`config.mk`:
```
export PLATFORM = sky130hd
export DESIGN_NAME = pwm_capture
export DESIGN_NICKNAME = d
export VERILOG_FILES = /design/src/rtl/pwm_pkg.sv /design/src/rtl/pwm_capture_sync_edge_det.sv /design/src/rtl/pwm_capture.sv
export SDC_FILE = /design/constraint.sdc
export NUM_CORES = 1
export LEC_CHECK = 0
export CAP_MARGIN = 20
export CORE_ASPECT_RATIO = 0.5
export CORE_MARGIN = 3
export CORE_UTILIZATION = 40
export CTS_CLUSTER_SIZE = 14
export DETAILED_ROUTE_END_ITERATION = 7
export GPL_ROUTABILITY_DRIVEN = 0
export PLACE_DENSITY = 0.68
export REMOVE_ABC_BUFFERS = 1
export SYNTH_ARGS = -nofsm -noshare
export SYNTH_HDL_FRONTEND = slang
export SYNTH_SLANG_ARGS = --single-unit
```
`constraint.sdc`:
```
create_clock -name pclk -period 2.8 [get_ports pclk]
set_input_delay 0.42 -clock pclk [delete_from_list [all_inputs] [get_ports pclk]]
set_output_delay 0.42 -clock pclk [all_outputs]
set_load 0.005 [all_outputs]
```
`src/rtl/pwm_pkg.sv`:
```
// pwm_pkg: shared types and constants for the PWM input capture unit.
//   state_e  - capture FSM states
//   FLG_CAP  - flag/intr bit index for capture done
//   FLG_OVF  - flag/intr bit index for counter overflow
package pwm_pkg;

    typedef enum logic [1:0] {
        IDLE      = 2'd0,
        WAIT_RISE = 2'd1,
        MEAS_HIGH = 2'd2,
        MEAS_LOW  = 2'd3
    } state_e;

    localparam int unsigned FLG_CAP = 0;
    localparam int unsigned FLG_OVF = 1;

endpackage

```
`src/rtl/pwm_capture_sync_edge_det.sv`:
```
// sync_edge_det: multi-flop synchroniser for an asynchronous input, optional
// inversion, and single-cycle rise/fall pulses on the synchronised level.
//   pclk, presetn - clock, asynchronous active-low reset
//   din           - asynchronous input
//   inv           - invert the synchronised level
//   level         - synchronised (and optionally inverted) level
//   rise, fall    - one-cycle pulses on level transitions
module sync_edge_det #(
    parameter int unsigned SYNC_STAGES = 2
) (
    input  logic pclk,
    input  logic presetn,
    input  logic din,
    input  logic inv,
    output logic level,
    output logic rise,
    output logic fall
);

    logic [SYNC_STAGES-1:0] sync_q;
    logic                   level_d_q;

    always_ff @(posedge pclk or negedge presetn) begin
        if (!presetn) begin
            sync_q    <= '0;
            level_d_q <= 1'b0;
        end else begin
            sync_q    <= {sync_q[SYNC_STAGES-2:0], din};
            level_d_q <= level;
        end
    end

    assign level = sync_q[SYNC_STAGES-1] ^ inv;
    assign rise  = level & ~level_d_q;
    assign fall  = ~level & level_d_q;

endmodule

```
`src/rtl/pwm_capture.sv`:
```
// pwm_capture: measures high time and period of an asynchronous PWM input in
// prescaled ticks, with sticky capture-done / overflow flags and interrupts.
//   pclk, presetn        - clock, asynchronous active-low reset
//   en                   - enable capture
//   pwm_in, inv          - PWM input and post-synchroniser inversion
//   prescale             - tick every prescale+1 pclk cycles
//   intr_en, flag_clr    - interrupt enables, write-1-to-clear flag pulses
//   high_time, period    - last captured values
//   flag, intr, busy     - sticky flags, gated interrupts, measuring status
module pwm_capture
    import pwm_pkg::*;
#(
    parameter int unsigned CNT_W       = 8,
    parameter int unsigned SYNC_STAGES = 2
) (
    input  logic             pclk,
    input  logic             presetn,
    input  logic             en,
    input  logic             pwm_in,
    input  logic             inv,
    input  logic [7:0]       prescale,
    input  logic [1:0]       intr_en,
    input  logic [1:0]       flag_clr,
    output logic [CNT_W-1:0] high_time,
    output logic [CNT_W-1:0] period,
    output logic [1:0]       flag,
    output logic [1:0]       intr,
    output logic             busy
);

    state_e           state_q, state_d;
    logic [7:0]       pre_q, pre_d;
    logic [CNT_W-1:0] cnt_q, cnt_d;
    logic [CNT_W-1:0] hi_lat_q, hi_lat_d;
    logic [CNT_W-1:0] high_time_q, high_time_d;
    logic [CNT_W-1:0] period_q, period_d;
    logic [1:0]       flag_q, flag_d;
    logic [1:0]       flag_set;

    logic             level, rise, fall;
    logic             tick, measuring, ovf;
    logic [CNT_W:0]   cnt_inc;

    sync_edge_det #(
        .SYNC_STAGES(SYNC_STAGES)
    ) u_sync_edge_det (
        .pclk   (pclk),
        .presetn(presetn),
        .din    (pwm_in),
        .inv    (inv),
        .level  (level),
        .rise   (rise),
        .fall   (fall)
    );

    assign measuring = (state_q == MEAS_HIGH) || (state_q == MEAS_LOW);
    assign tick      = (pre_q == prescale);
    // One extra bit so the carry out marks a tick landing on a full counter.
    assign cnt_inc   = {1'b0, cnt_q} + {{CNT_W{1'b0}}, tick};
    assign ovf       = measuring && cnt_inc[CNT_W];

    // State register
    always_ff @(posedge pclk or negedge presetn) begin
        if (!presetn) begin
            state_q <= IDLE;
        end else begin
            state_q <= state_d;
        end
    end

    // Next-state logic
    always_comb begin
        state_d = state_q;
        unique case (state_q)
            IDLE:      if (en) state_d = WAIT_RISE;
            WAIT_RISE: if (rise) state_d = MEAS_HIGH;
            MEAS_HIGH: begin
                if (ovf)       state_d = WAIT_RISE;
                else if (fall) state_d = MEAS_LOW;
            end
            MEAS_LOW: begin
                if (ovf)       state_d = WAIT_RISE;
                else if (rise) state_d = MEAS_HIGH;
            end
            default:   state_d = IDLE;
        endcase
        if (!en) state_d = IDLE;
    end

    // Outputs
    always_comb begin
        busy = measuring;
        intr = intr_en & flag_q;
    end

    // Datapath next-state: prescaler, counter, latches and flag sets
    always_comb begin
        pre_d       = pre_q;
        cnt_d       = cnt_q;
        hi_lat_d    = hi_lat_q;
        high_time_d = high_time_q;
        period_d    = period_q;
        flag_set    = '0;
        if (!en || !measuring) begin
            // Idle or waiting: hold the measurement machinery at zero so a
            // rise starts from a clean prescaler phase.
            pre_d = '0;
            cnt_d = '0;
        end else begin
            pre_d = tick ? 8'd0 : pre_q + 8'd1;
            cnt_d = cnt_inc[CNT_W-1:0];
            if (ovf) begin
                flag_set[FLG_OVF] = 1'b1;
                cnt_d             = '0;
                pre_d             = '0;
            end else if (state_q == MEAS_HIGH && fall) begin
                hi_lat_d = cnt_inc[CNT_W-1:0];
            end else if (state_q == MEAS_LOW && rise) begin
                period_d          = cnt_inc[CNT_W-1:0];
                high_time_d       = hi_lat_q;
                flag_set[FLG_CAP] = 1'b1;
                cnt_d             = '0;
                pre_d             = '0;
            end
        end
        // Set beats a coincident clear.
        flag_d = (flag_q & ~flag_clr) | flag_set;
    end

    always_ff @(posedge pclk or negedge presetn) begin
        if (!presetn) begin
            pre_q       <= '0;
            cnt_q       <= '0;
            hi_lat_q    <= '0;
            high_time_q <= '0;
            period_q    <= '0;
            flag_q      <= '0;
        end else begin
            pre_q       <= pre_d;
            cnt_q       <= cnt_d;
            hi_lat_q    <= hi_lat_d;
            high_time_q <= high_time_d;
            period_q    <= period_d;
            flag_q      <= flag_d;
        end
    end

    assign high_time = high_time_q;
    assign period    = period_q;
    assign flag      = flag_q;

endmodule
```
==> flow_metrics.tcl, run 1 <==
set metrics [dict create \
    yosys.area.top_type "dfrtp_1" \
    rsz0062_at_grt "no" \
    areaGrowthSynthToFinish_pct 29.6 \
    gr-total-overflow 0 \
    skew_ps 10.7 \
    postLayoutCellArea_um2 2640 \
    fp.dieArea_um2 6050 \
    cts.reportedPaths.clkPinSlew_ps 80 \
    ir_worst_vdd_v 0.000197 \
    cts_tree "built" \
    synth.avg_cell_area_um2 11.7 \
    drt_iter0_markers 31 \
    nets 242 \
    tritoncts.num_buffers 5 \
    grt_pass1_vias 1410 \
    final_cell_mix "dfrtp_1 (47), clkdlybuf4s50_1 (36), nor2_1 (20)" \
    fmax_mhz 402 \
    highest-signal-layer "met4" \
    drive_gt1_share_pct 13.5 \
    drt_first_pass_iters 4 \
    start_util_pct 43.8 \
    diodes 0 \
    io_buffers 37 \
    critPathCaptureType "register" \
    synthCells 174 \
    hp-class "reg -> reg" \
    chipHeight_um 56.5 \
    criticalPathCategory "in -> reg" \
    maxCapViolations 0 \
    pwr-share-seq_pct 55.5 \
    grt_util_all_layers_pct 13.7 \
    finalNonFillerCells 289 \
    worstPathRequired_ps 2970 \
    wirelength_um 3670 \
    internal_power_mw 1.00 \
    critPathArrivalTime_ps 2660 \
    cts_buffer_depth 2 \
    fillCellCount 388 \
    critPathMaxFanout 8 \
    vias_per_cell 4.85 \
    wl_met3_um 157 \
    comb_power_share_pct 11.4 \
    p_switching_uw 311 \
    slew_headroom_pct 55.2 \
    die_x_um 107 \
    netlist_top_cells_area "dfrtp_1 (58%), xnor2_1 (6.0%), mux2_2 (3.9%)" \
    rows 17 \
    htreeDepth 2 \
    layout_commonest_cell "dfrtp_1" \
    clockPowerShare_pct 33.1 \
    dp_hpwl_um 2630 \
    insertion_delay_ps 300 \
    yosys_warnings 0 \
    ant_nets 0 \
    seq_area_frac_synth_pct 57.6 \
    grt_max_degree 48 \
    worst_slew_pin_slew_ps 671 \
    cts.sinks 47 \
    io_pins 38 \
    layout_min_cycle_time_ps 2490 \
    finalHoldViolations 0 \
    synth.ff_latch_count 47 \
    outcome "completed" \
    antenna_found_initial 0 \
    start_kind "input pin" \
    p_leak_nw 1.16 \
    setup_violations 0 \
    place_area_um2 2490 \
    synth_cell_types 28 \
    wl_per_cell_um 12.7 \
    route.met2.wl_um 1720 \
    grt_pass1_wl_um 6550 \
    drv_slew 0 \
    period_share_pct 88.9 \
    fp.coreArea_um2 4660 \
    switching_share_pct 23.7 \
    cellPowerDensity_nw_per_um2 496 \
    dp.cells 277 \
    syn_area_um2 2040 \
    final_util_pct 56.8 \
    clockRootBuffer "clkbuf_8" \
    post_cts_resized 0 \
    drc_errors 0 \
    wl_met1_um 1760 \
    routed-via-count 1402 \
    synth_top_area_share_pct 57.6 \
]
## kinds of logic after synthesis
logic type | count (synthesis) | share of synthesized area [%]
AOI/OAI and AO/OA | 16 | 4.66
xor gates and xnor gates | 21 | 9.01
adders and majority gates | 3 | 1.84
buffers and inverters | 15 | 3.43
DFF | 47 | 57.6
muxes | 17 | 9.50
and+or+nand+nor | 55 | 13.9
## cell type report
class,instances,area (µm²),area share (%)
timing repair buffer,44,445,16.8
clock buffer,6,82.6,3.12
clock inverter,2,16.3,0.615
multi-input combinational,112,795,30.1
tap,66,82.6,3.12
inverter,12,46.3,1.75
sequential,47,1180,44.5
## cells in the mapped netlist
master     count
clkinv_2       1
clkbuf_1       1
nand2_1       10
nor3_4         1
dfrtp_1       47
nor2_1        20
nand3b_4       1
and2_1         4
xnor2_1       14
o22ai_1        1
mux2_2         7
or2_2          1
inv_1         11
nand3_1        8
a211oi_1       1
o21ai_0       11
buf_8          1
mux2_4         3
a21o_2         1
buf_2          1
nor2b_1        1
nand3b_1       1
nand4_1        3
o2111ai_1      2
mux2i_1        7
xor2_1         7
ha_1           3
and3_1         5
## stage by stage
step	total power [mW]	hold slack (ps)	setup TNS (ps)	setup WS [ps]
after floorplan	0.788	124	0	330
after global placement	0.884	337	-2170	-219
after detailed placement	0.890	341	-3530	-301
after CTS	1.32	320	0	36.8
after global routing	1.37	374	0	108
final	1.31	355	0	310
## flip-flops by register name, summed over array words and instances, names as in the netlist
signal and cells:
cnt_q 8, flag 2, high_time 8, state_q 2, u_sync_edge_det.sync_q 2, pre_q 8
hi_lat_q 8, u_sync_edge_det.level_d_q 1, period 8
## power groups by stage
stage          registers (mW)  logic (mW)  clock network [mW]
4_1_cts                 0.729       0.148               0.445
3_5_place_dp            0.742       0.149                   0
5_1_grt                 0.734       0.166               0.472
3_3_place_gp            0.740       0.144                   0
6_report                0.728       0.149               0.434
2_1_floorplan           0.742      0.0459                   0
## timing repair
action / in CTS / in global routing
setup endpoints to repair: 0 / 10
hold buffers: 0 / 1
hold endpoints to repair: 0 / 5
setup buffers: 0 / 2
## critical path, stage by stage
cell             delay [ps]
clkdlybuf4s50_1         470
xnor2_1                 110
nand4_1                 160
nor2_1                  130
ha_1                    170
ha_1                    170
nand3_1                 100
buf_4                   170
or2_2                   320
o2111ai_1               310
nor2_1                  110
## worst paths after layout
path	cells after the start	slack [ps]	to	startpoint
worst max-delay path	11	310	pre_q[4]	prescale[2]
worst min-delay path	0	350	u_sync_edge_det.sync_q[1]	u_sync_edge_det.sync_q[0]
worst max register to register	10	400	pre_q[4]	pre_q[0]
worst min register to register	0	350	u_sync_edge_det.sync_q[1]	u_sync_edge_det.sync_q[0]
max in group asynchronous	3	1890	cnt_q[0]	presetn
min in group asynchronous	2	450	flag[0]	presetn
## metal layers
layer | track usage (%) | vias to the layer above
li1 | - | 676
met5 | 0 | -
met1 | 17.5 | 696
met3 | 4.13 | 4
met4 | 5.83 | 0
met2 | 21.7 | 26
Note: power is estimated with default switching activity, not from simulation.
==> run 2, diff against run 1 <==
--- a/config.mk
+++ b/config.mk
@@ -9,7 +9,7 @@
 export CORE_ASPECT_RATIO = 0.5
 export CORE_MARGIN = 3
 export CORE_UTILIZATION = 40
-export CTS_CLUSTER_SIZE = 14
+export CTS_CLUSTER_SIZE = 10
 export DETAILED_ROUTE_END_ITERATION = 7
 export GPL_ROUTABILITY_DRIVEN = 0
 export PLACE_DENSITY = 0.68
==> results of run 2 <==
No change in the layout: final DEF, timing and power equal those of run 1.
